[src/rtl/beat_grid_pkg.sv]
// Shared geometry, colour constants and pixel attribute record for the beat-sequencer pad grid.
package beat_grid_pkg;
  localparam int ROWS    = 4;
  localparam int STEPS   = 16;
  localparam int CELL    = 40;
  localparam int SPR     = 35;
  localparam int GRID_Y0 = 160;

  localparam logic [11:0] COL_BLACK   = 12'h000;
  localparam logic [11:0] COL_OUTSIDE = 12'h111;
  localparam logic [11:0] COL_GUTTER  = 12'h333;
  localparam logic [11:0] COL_CURSOR  = 12'hFF0;
  localparam logic [11:0] CUR_TINT    = 12'h444;

  typedef struct packed {
    logic blank;
    logic in_grid;
    logic in_spr;
    logic on;
    logic cur;
  } pixel_attr_t;

  // Quarter brightness: each 4-bit channel shifted right by two.
  function automatic logic [11:0] dim_colour(input logic [11:0] c);
    return {2'b00, c[11:10], 2'b00, c[7:6], 2'b00, c[3:2]};
  endfunction
endpackage

[src/rtl/pad_grid_scheduler_if.sv]
// Shared instrument-sprite ROM port: address/select out, palette index and colour back.
interface pad_grid_scheduler_if;
  logic [10:0] rom_address;
  logic [1:0]  rom_sel;
  logic        rom_q;
  logic [3:0]  pal_r;
  logic [3:0]  pal_g;
  logic [3:0]  pal_b;

  modport master (output rom_address, rom_sel, input rom_q, pal_r, pal_g, pal_b);
  modport slave  (input rom_address, rom_sel, output rom_q, pal_r, pal_g, pal_b);
endinterface

[src/rtl/pad_pattern_regs.sv]
// 4x16 pad pattern with toggle port, play-step counter and per-row trigger pulses.
module pad_pattern_regs
  import beat_grid_pkg::*;
(
  input  logic                  vga_clk,
  input  logic                  Reset,
  input  logic                  run,
  input  logic                  restart,
  input  logic                  step_tick,
  input  logic                  pad_toggle,
  input  logic [1:0]            pad_row,
  input  logic [3:0]            pad_col,
  output logic [ROWS*STEPS-1:0] pattern,
  output logic [3:0]            step,
  output logic [ROWS-1:0]       trig
);
  logic [ROWS*STEPS-1:0] pattern_reg, pattern_next;
  logic [3:0]            step_reg, step_next;
  logic [ROWS-1:0]       trig_reg, trig_next;
  logic                  advance;
  logic [3:0]            step_inc;

  assign advance  = step_tick && run && !restart;
  assign step_inc = step_reg + 4'd1;

  // Triggers read the pattern before any same-cycle toggle lands.
  genvar gi;
  generate
    for (gi = 0; gi < ROWS; gi++) begin : g_trig
      logic [STEPS-1:0] row_bits;
      assign row_bits      = pattern_reg[gi*STEPS +: STEPS];
      assign trig_next[gi] = advance & row_bits[step_inc];
    end
  endgenerate

  always_comb begin
    pattern_next = pattern_reg;
    if (pad_toggle)
      pattern_next[{pad_row, pad_col}] = ~pattern_reg[{pad_row, pad_col}];
    step_next = step_reg;
    if (restart)
      step_next = 4'd0;
    else if (advance)
      step_next = step_inc;
  end

  always_ff @(posedge vga_clk) begin
    if (Reset) begin
      pattern_reg <= '0;
      step_reg    <= 4'd0;
      trig_reg    <= '0;
    end else begin
      pattern_reg <= pattern_next;
      step_reg    <= step_next;
      trig_reg    <= trig_next;
    end
  end

  assign pattern = pattern_reg;
  assign step    = step_reg;
  assign trig    = trig_reg;
endmodule

[src/rtl/pad_grid_scheduler.sv]
// Pad-grid sequencer top: pixel-to-cell map, sprite ROM addressing and two-stage colour pipeline.
module pad_grid_scheduler
  import beat_grid_pkg::*;
(
  input  logic                        vga_clk,
  input  logic                        Reset,
  input  logic [9:0]                  DrawX,
  input  logic [9:0]                  DrawY,
  input  logic                        blank,
  input  logic                        run,
  input  logic                        restart,
  input  logic                        step_tick,
  input  logic                        pad_toggle,
  input  logic [1:0]                  pad_row,
  input  logic [3:0]                  pad_col,
  pad_grid_scheduler_if.master        rom,
  output logic [3:0]                  trig,
  output logic [3:0]                  step,
  output logic [3:0]                  red,
  output logic [3:0]                  green,
  output logic [3:0]                  blue
);
  localparam logic [9:0]  GY0_W    = 10'(GRID_Y0);
  localparam logic [9:0]  GY_END_W = 10'(GRID_Y0 + ROWS*CELL);
  localparam logic [9:0]  CELL_W   = 10'(CELL);
  localparam logic [9:0]  SPR_W    = 10'(SPR);
  localparam logic [10:0] SPR_A    = 11'(SPR);

  logic [ROWS*STEPS-1:0] pattern;

  pad_pattern_regs u_pattern (
    .vga_clk    (vga_clk),
    .Reset      (Reset),
    .run        (run),
    .restart    (restart),
    .step_tick  (step_tick),
    .pad_toggle (pad_toggle),
    .pad_row    (pad_row),
    .pad_col    (pad_col),
    .pattern    (pattern),
    .step       (step),
    .trig       (trig)
  );

  // Stage 0: cell lookup by constant-threshold compares, no divider.
  logic [9:0]  grid_dy, sx, sy;
  logic [1:0]  row;
  logic [3:0]  col;
  logic        in_grid, in_spr;
  logic [10:0] addr_calc;

  assign grid_dy = DrawY - GY0_W;
  assign in_grid = (DrawY >= GY0_W) && (DrawY < GY_END_W);

  always_comb begin
    row = 2'd0;
    for (int i = 1; i < ROWS; i++)
      if (grid_dy >= 10'(i*CELL)) row = 2'(i);
    col = 4'd0;
    for (int i = 1; i < STEPS; i++)
      if (DrawX >= 10'(i*CELL)) col = 4'(i);
  end

  assign sx        = DrawX - {6'd0, col} * CELL_W;
  assign sy        = grid_dy - {8'd0, row} * CELL_W;
  assign in_spr    = in_grid && (sx < SPR_W) && (sy < SPR_W);
  assign addr_calc = {1'b0, sy} * SPR_A + {1'b0, sx};

  // Cursor column is frozen for the whole frame to avoid tearing.
  logic [3:0]  cur_step_reg;
  pixel_attr_t attr_reg, attr_next;
  logic [10:0] rom_address_reg;
  logic [1:0]  rom_sel_reg;
  logic [11:0] colour_reg, colour_next;
  logic [11:0] pal;

  always_comb begin
    attr_next.blank   = blank;
    attr_next.in_grid = in_grid;
    attr_next.in_spr  = in_spr;
    attr_next.on      = pattern[{row, col}];
    attr_next.cur     = (col == cur_step_reg);
  end

  always_ff @(posedge vga_clk) begin
    if (Reset) begin
      cur_step_reg    <= 4'd0;
      attr_reg        <= '0;
      rom_address_reg <= 11'd0;
      rom_sel_reg     <= 2'd0;
    end else begin
      if (DrawX == 10'd0 && DrawY == 10'd0)
        cur_step_reg <= step;
      attr_reg        <= attr_next;
      rom_address_reg <= in_spr ? addr_calc : 11'd0;
      rom_sel_reg     <= in_grid ? row : 2'd0;
    end
  end

  assign rom.rom_address = rom_address_reg;
  assign rom.rom_sel     = rom_sel_reg;
  assign pal             = {rom.pal_r, rom.pal_g, rom.pal_b};

  // Stage 2: palette arrives one edge after the address, via the negedge ROM.
  always_comb begin
    colour_next = COL_BLACK;
    if (!attr_reg.blank)
      colour_next = COL_BLACK;
    else if (!attr_reg.in_grid)
      colour_next = COL_OUTSIDE;
    else if (!attr_reg.in_spr)
      colour_next = attr_reg.cur ? COL_CURSOR : COL_GUTTER;
    else begin
      colour_next = attr_reg.on ? pal : dim_colour(pal);
      if (attr_reg.cur)
        colour_next = colour_next | CUR_TINT;
    end
  end

  always_ff @(posedge vga_clk) begin
    if (Reset)
      colour_reg <= COL_BLACK;
    else
      colour_reg <= colour_next;
  end

  assign red   = colour_reg[11:8];
  assign green = colour_reg[7:4];
  assign blue  = colour_reg[3:0];
endmodule

[src/flat_wrapper.sv]
// flat-port wrapper written by rule: the top's interface ports become plain ports
module pad_grid_scheduler_flat import beat_grid_pkg::*;
  (vga_clk, Reset, DrawX, DrawY, blank, run, restart, step_tick, pad_toggle, pad_row, pad_col, trig, step, red, green, blue, rom_rom_address, rom_rom_sel, rom_rom_q, rom_pal_r, rom_pal_g, rom_pal_b);
  pad_grid_scheduler_if rom_i ();
  input  logic vga_clk;
  input  logic Reset;
  input  logic [9:0] DrawX;
  input  logic [9:0] DrawY;
  input  logic blank;
  input  logic run;
  input  logic restart;
  input  logic step_tick;
  input  logic pad_toggle;
  input  logic [1:0] pad_row;
  input  logic [3:0] pad_col;
  output logic [3:0] trig;
  output logic [3:0] step;
  output logic [3:0] red;
  output logic [3:0] green;
  output logic [3:0] blue;
  output wire logic [$bits(rom_i.rom_address)-1:0] rom_rom_address;
  output wire logic [$bits(rom_i.rom_sel)-1:0] rom_rom_sel;
  input wire logic [$bits(rom_i.rom_q)-1:0] rom_rom_q;
  input wire logic [$bits(rom_i.pal_r)-1:0] rom_pal_r;
  input wire logic [$bits(rom_i.pal_g)-1:0] rom_pal_g;
  input wire logic [$bits(rom_i.pal_b)-1:0] rom_pal_b;
  assign rom_rom_address = rom_i.rom_address;
  assign rom_rom_sel = rom_i.rom_sel;
  assign rom_i.rom_q = rom_rom_q;
  assign rom_i.pal_r = rom_pal_r;
  assign rom_i.pal_g = rom_pal_g;
  assign rom_i.pal_b = rom_pal_b;
  pad_grid_scheduler u_core (.vga_clk(vga_clk), .Reset(Reset), .DrawX(DrawX), .DrawY(DrawY), .blank(blank), .run(run), .restart(restart), .step_tick(step_tick), .pad_toggle(pad_toggle), .pad_row(pad_row), .pad_col(pad_col), .rom(rom_i), .trig(trig), .step(step), .red(red), .green(green), .blue(blue));
endmodule
[config.mk]
export PLATFORM = sky130hd
export DESIGN_NAME = pad_grid_scheduler_flat
export DESIGN_NICKNAME = d
export VERILOG_FILES = /design/src/rtl/beat_grid_pkg.sv /design/src/rtl/pad_grid_scheduler_if.sv /design/src/rtl/pad_pattern_regs.sv /design/src/rtl/pad_grid_scheduler.sv /design/src/flat_wrapper.sv
export SDC_FILE = /design/constraint.sdc
export NUM_CORES = 1
export LEC_CHECK = 0
export BUFFER_PORTS_ARGS = -buffer_cell sky130_fd_sc_hd__buf_2
export CORE_ASPECT_RATIO = 0.5
export CORE_UTILIZATION = 45
export DETAILED_ROUTE_END_ITERATION = 10
export PLACE_DENSITY_LB_ADDON = 0.12
export SETUP_SLACK_MARGIN = 0.02
export SLEW_MARGIN = 20
export SYNTH_ARGS = -nofsm -noshare
export SYNTH_HDL_FRONTEND = slang
export SYNTH_SLANG_ARGS = --single-unit
[constraint.sdc]
create_clock -name vga_clk -period 16.95 [get_ports vga_clk]
set_input_delay 1.695 -clock vga_clk [delete_from_list [all_inputs] [get_ports vga_clk]]
set_output_delay 1.695 -clock vga_clk [all_outputs]
set_load 0.1 [all_outputs]
==> run metrics <==
status finished with violations; failing checks design-rule violations; Placement Setup Slack around 9.4 ns; area leader, netlist dfxtp_1; final worst slack 9.65 ns; layout cells sized above 1 around 14%; area delta synth->final 8.31%; power density over the cells 98.1 mW/mm2; Routed WL per cell 18.2 um; port bufs 77; filler cell count in the final layout 1717; # clock sinks 106; Ports 79; Max Fclk 0.137 GHz; number of gates resized after cts 0; vias in the first global route approximately 7000; Seq cells post-synth 106; Syn Nets roughly 1100; R2R Path Start u_core.u_pattern.pattern[41]; max FFs per register 64; via count roughly 7300; ys async rst share 0%; antenna diode count 0; fin crit share between 40% and 50%; Die Y 97.4 um; CTS buffer count 9; reg-to-reg endpoint u_core.u_pattern.pattern[2]; DRC viols 8; Post-CTS Hold Buffers 0; Die ar. 0.0188 mm2; Mapped Cells around 1000; P_leak 3.51 nW; FF-to-FF setup slack around 14 ns; vias per cell 5.76; CP Launch Type input pin; die width 193 um; GRT Residual Overflow 0; nets ~1100; Max-slew headroom 26.8%; share of the synthesized area in the top cell type 25.9%; FP Rows 34; H-tree depth 3; clock latency on the worst-skew pair 0.37 ns; syn_area_per_cell 8.20 um2; min cycle time layout 7.30 ns; hpwl dp 16.0 mm; first-pass GRT wire length between 30 and 40 mm; Setup CP Type input pin to flop; Synth area leaders dfxtp_1 26%, ha_1 8.7%, nor3_1 7.0%; Warnings, synthesis 0; Final ANT Viol Nets 0; number of distinct library cells after synthesis 76; Core ar. 0.0176 mm2; Register-to-Register Path Depth 9; Worst-path clk slew 0.07 ns; GRT Overall Usage around 25%; Final Hold Viols 0; EDFF count, synth 0; crit path DAT 7.55 ns; Detailed Route Iter0 Violations 502; post-route design area 0.00887 mm2; drt pass-1 iters 8; max_cap viols 0; Clock Skew 0.0111 ns; clk root buf clkbuf_16; Worst-Margin Slew 1.09 ns; RSZ-0062 raised after global routing false; GP Congestion ~0.87; worst vdd ir 0.0000639 V; Critical Path RT approximately 17 ns; CTS Buffer Depth 2; sequential area share after synthesis 25.9%; Slew Viols, Final 0; crit path max fanout 6; hold crit path type flop to flop; CTS tree done; hold path depth 2; Post-CTS Setup Inserts 0; synthesized area 0.00819 mm2; min-delay src u_core.u_pattern.pattern[42]; Initial Utilization 46.6%; Setup TNS 0 ns; DP Area 0.00856 mm2; CP endpoint kind flop; Synth Flop Type dfxtp_1; routed wire length 23.0 mm; Endpoint, Worst Hold u_core.u_pattern.pattern[42]; Critical Path Start DrawY[5]; largest net degree at the start of global routing 81; endpoints failing setup 0; initial antenna violation count 0
how the worst max path moves through the flow:
| stage | to | slack, ns | cells after the start |
|---|---|---|---|
| 2_1_floorplan | u_core.rom.rom_address[10] | 10.39 | 22 |
| 3_5_place_dp | u_core.rom.rom_address[10] | 9.39 | 26 |
| 6_report | u_core.rom.rom_address[10] | 9.65 | 26 |
| 3_3_place_gp | u_core.rom.rom_address[10] | 9.43 | 26 |
| 4_1_cts | u_core.rom.rom_address[10] | 9.76 | 26 |
| 5_1_grt | u_core.rom.rom_address[10] | 9.27 | 26 |
cell families after synthesis:
kind of cell               count (synthesis)  share of synthesized area (%)
muxes                                     75                           12.7
AOI/OAI and AO/OA                        162                           13.1
adders and majority gates                 72                           12.4
xor gates and xnor gates                  37                           3.96
buffers and inverters                    134                           7.55
DFF                                      106                           25.9
and+or+nand+nor                          412                           24.4
final cells by class:
cell class / count / area [um2] / area share, %
flip-flops and latches: 106 / 2120 / 23.9
clock inverters: 5 / 45.0 / 0.508
inverters: 63 / 236 / 2.67
repair buffers: 85 / 445 / 5.02
clock buffers: 11 / 253 / 2.85
well taps: 234 / 293 / 3.30
multi-input cells: 758 / 5470 / 61.7
cell usage in the layout (no fill, tap or decap), types with 9 or more instances in the layout:
cell and count:
nor2_1 116, mux2i_1 45, nor2b_1 17, dfxtp_1 106
xor2_1 12, a211oi_1 12, a31oi_1 9, a21oi_1 64
xnor2_1 24, o21ai_0 18, nand2b_1 13, and2_1 10
nor3_1 112, inv_1 60, nand2_1 65, clkbuf_16 9
nand3_1 22, nor4_1 21, mux4_2 22, fa_1 15
buf_2 77, ha_1 57
layer usage:
layer / up-vias / GRT usage [%] / share of wire (%)
li1: 3589 / - / -
met4: 0 / 5.57 / 1.4
met5: - / 0 / 0
met1: 3443 / 35.7 / 46
met3: 30 / 4.44 / 6.6
met2: 204 / 40.4 / 46
stage by stage:
stage,instances,hold WS [ns],util [%],power [mW]
6_report,1262,0.494,50.5,0.870
5_1_grt,1262,0.529,50.5,0.945
3_3_place_gp,1246,0.481,48.7,0.650
4_1_cts,1262,0.495,50.4,0.877
2_1_floorplan,998,0.448,-,0.587
3_5_place_dp,1246,0.482,48.7,0.660
Yosys cell counts, types with 5 or more instances:
cell type	instances
a211oi_1	12
a21oi_1	64
a31oi_1	9
and2_1	10
buf_1	5
buf_2	11
buf_4	7
buf_6	10
clkbuf_1	38
dfxtp_1	106
fa_1	15
ha_1	57
inv_1	60
mux2_2	7
mux2i_1	45
mux4_2	22
nand2_1	65
nand2b_1	13
nand3_1	22
nor2_1	116
nor2b_1	17
nor3_1	114
nor4_1	21
o21ai_0	18
o22ai_1	5
or2_2	5
or3_1	5
xnor2_1	24
xor2_1	13
power by group:
part | switching [mW] | total (mW) | internal [mW]
logic | 0.228 | 0.399 | 0.171
registers | 0.00286 | 0.254 | 0.251
clock network | 0.107 | 0.217 | 0.110
total | 0.338 | 0.870 | 0.532
worst max-delay path, stage by stage:
cell,delay (ns)
buf_2,0.15
inv_1,0.14
ha_1,0.34
nor2_1,0.07
a21o_1,0.15
a311oi_1,0.37
o21ai_0,0.49
inv_1,0.35
ha_1,0.28
nor2b_1,0.12
o21ai_0,0.16
nand2b_1,0.11
xor2_1,0.27
ha_1,0.29
ha_1,0.27
inv_1,0.05
fa_1,0.50
fa_1,0.54
inv_1,0.04
ha_1,0.30
inv_1,0.09
o21bai_1,0.09
a21oi_1,0.22
o21ai_0,0.17
xnor2_1,0.15
and2_1,0.15
Note: power is estimated with default switching activity, not from simulation.
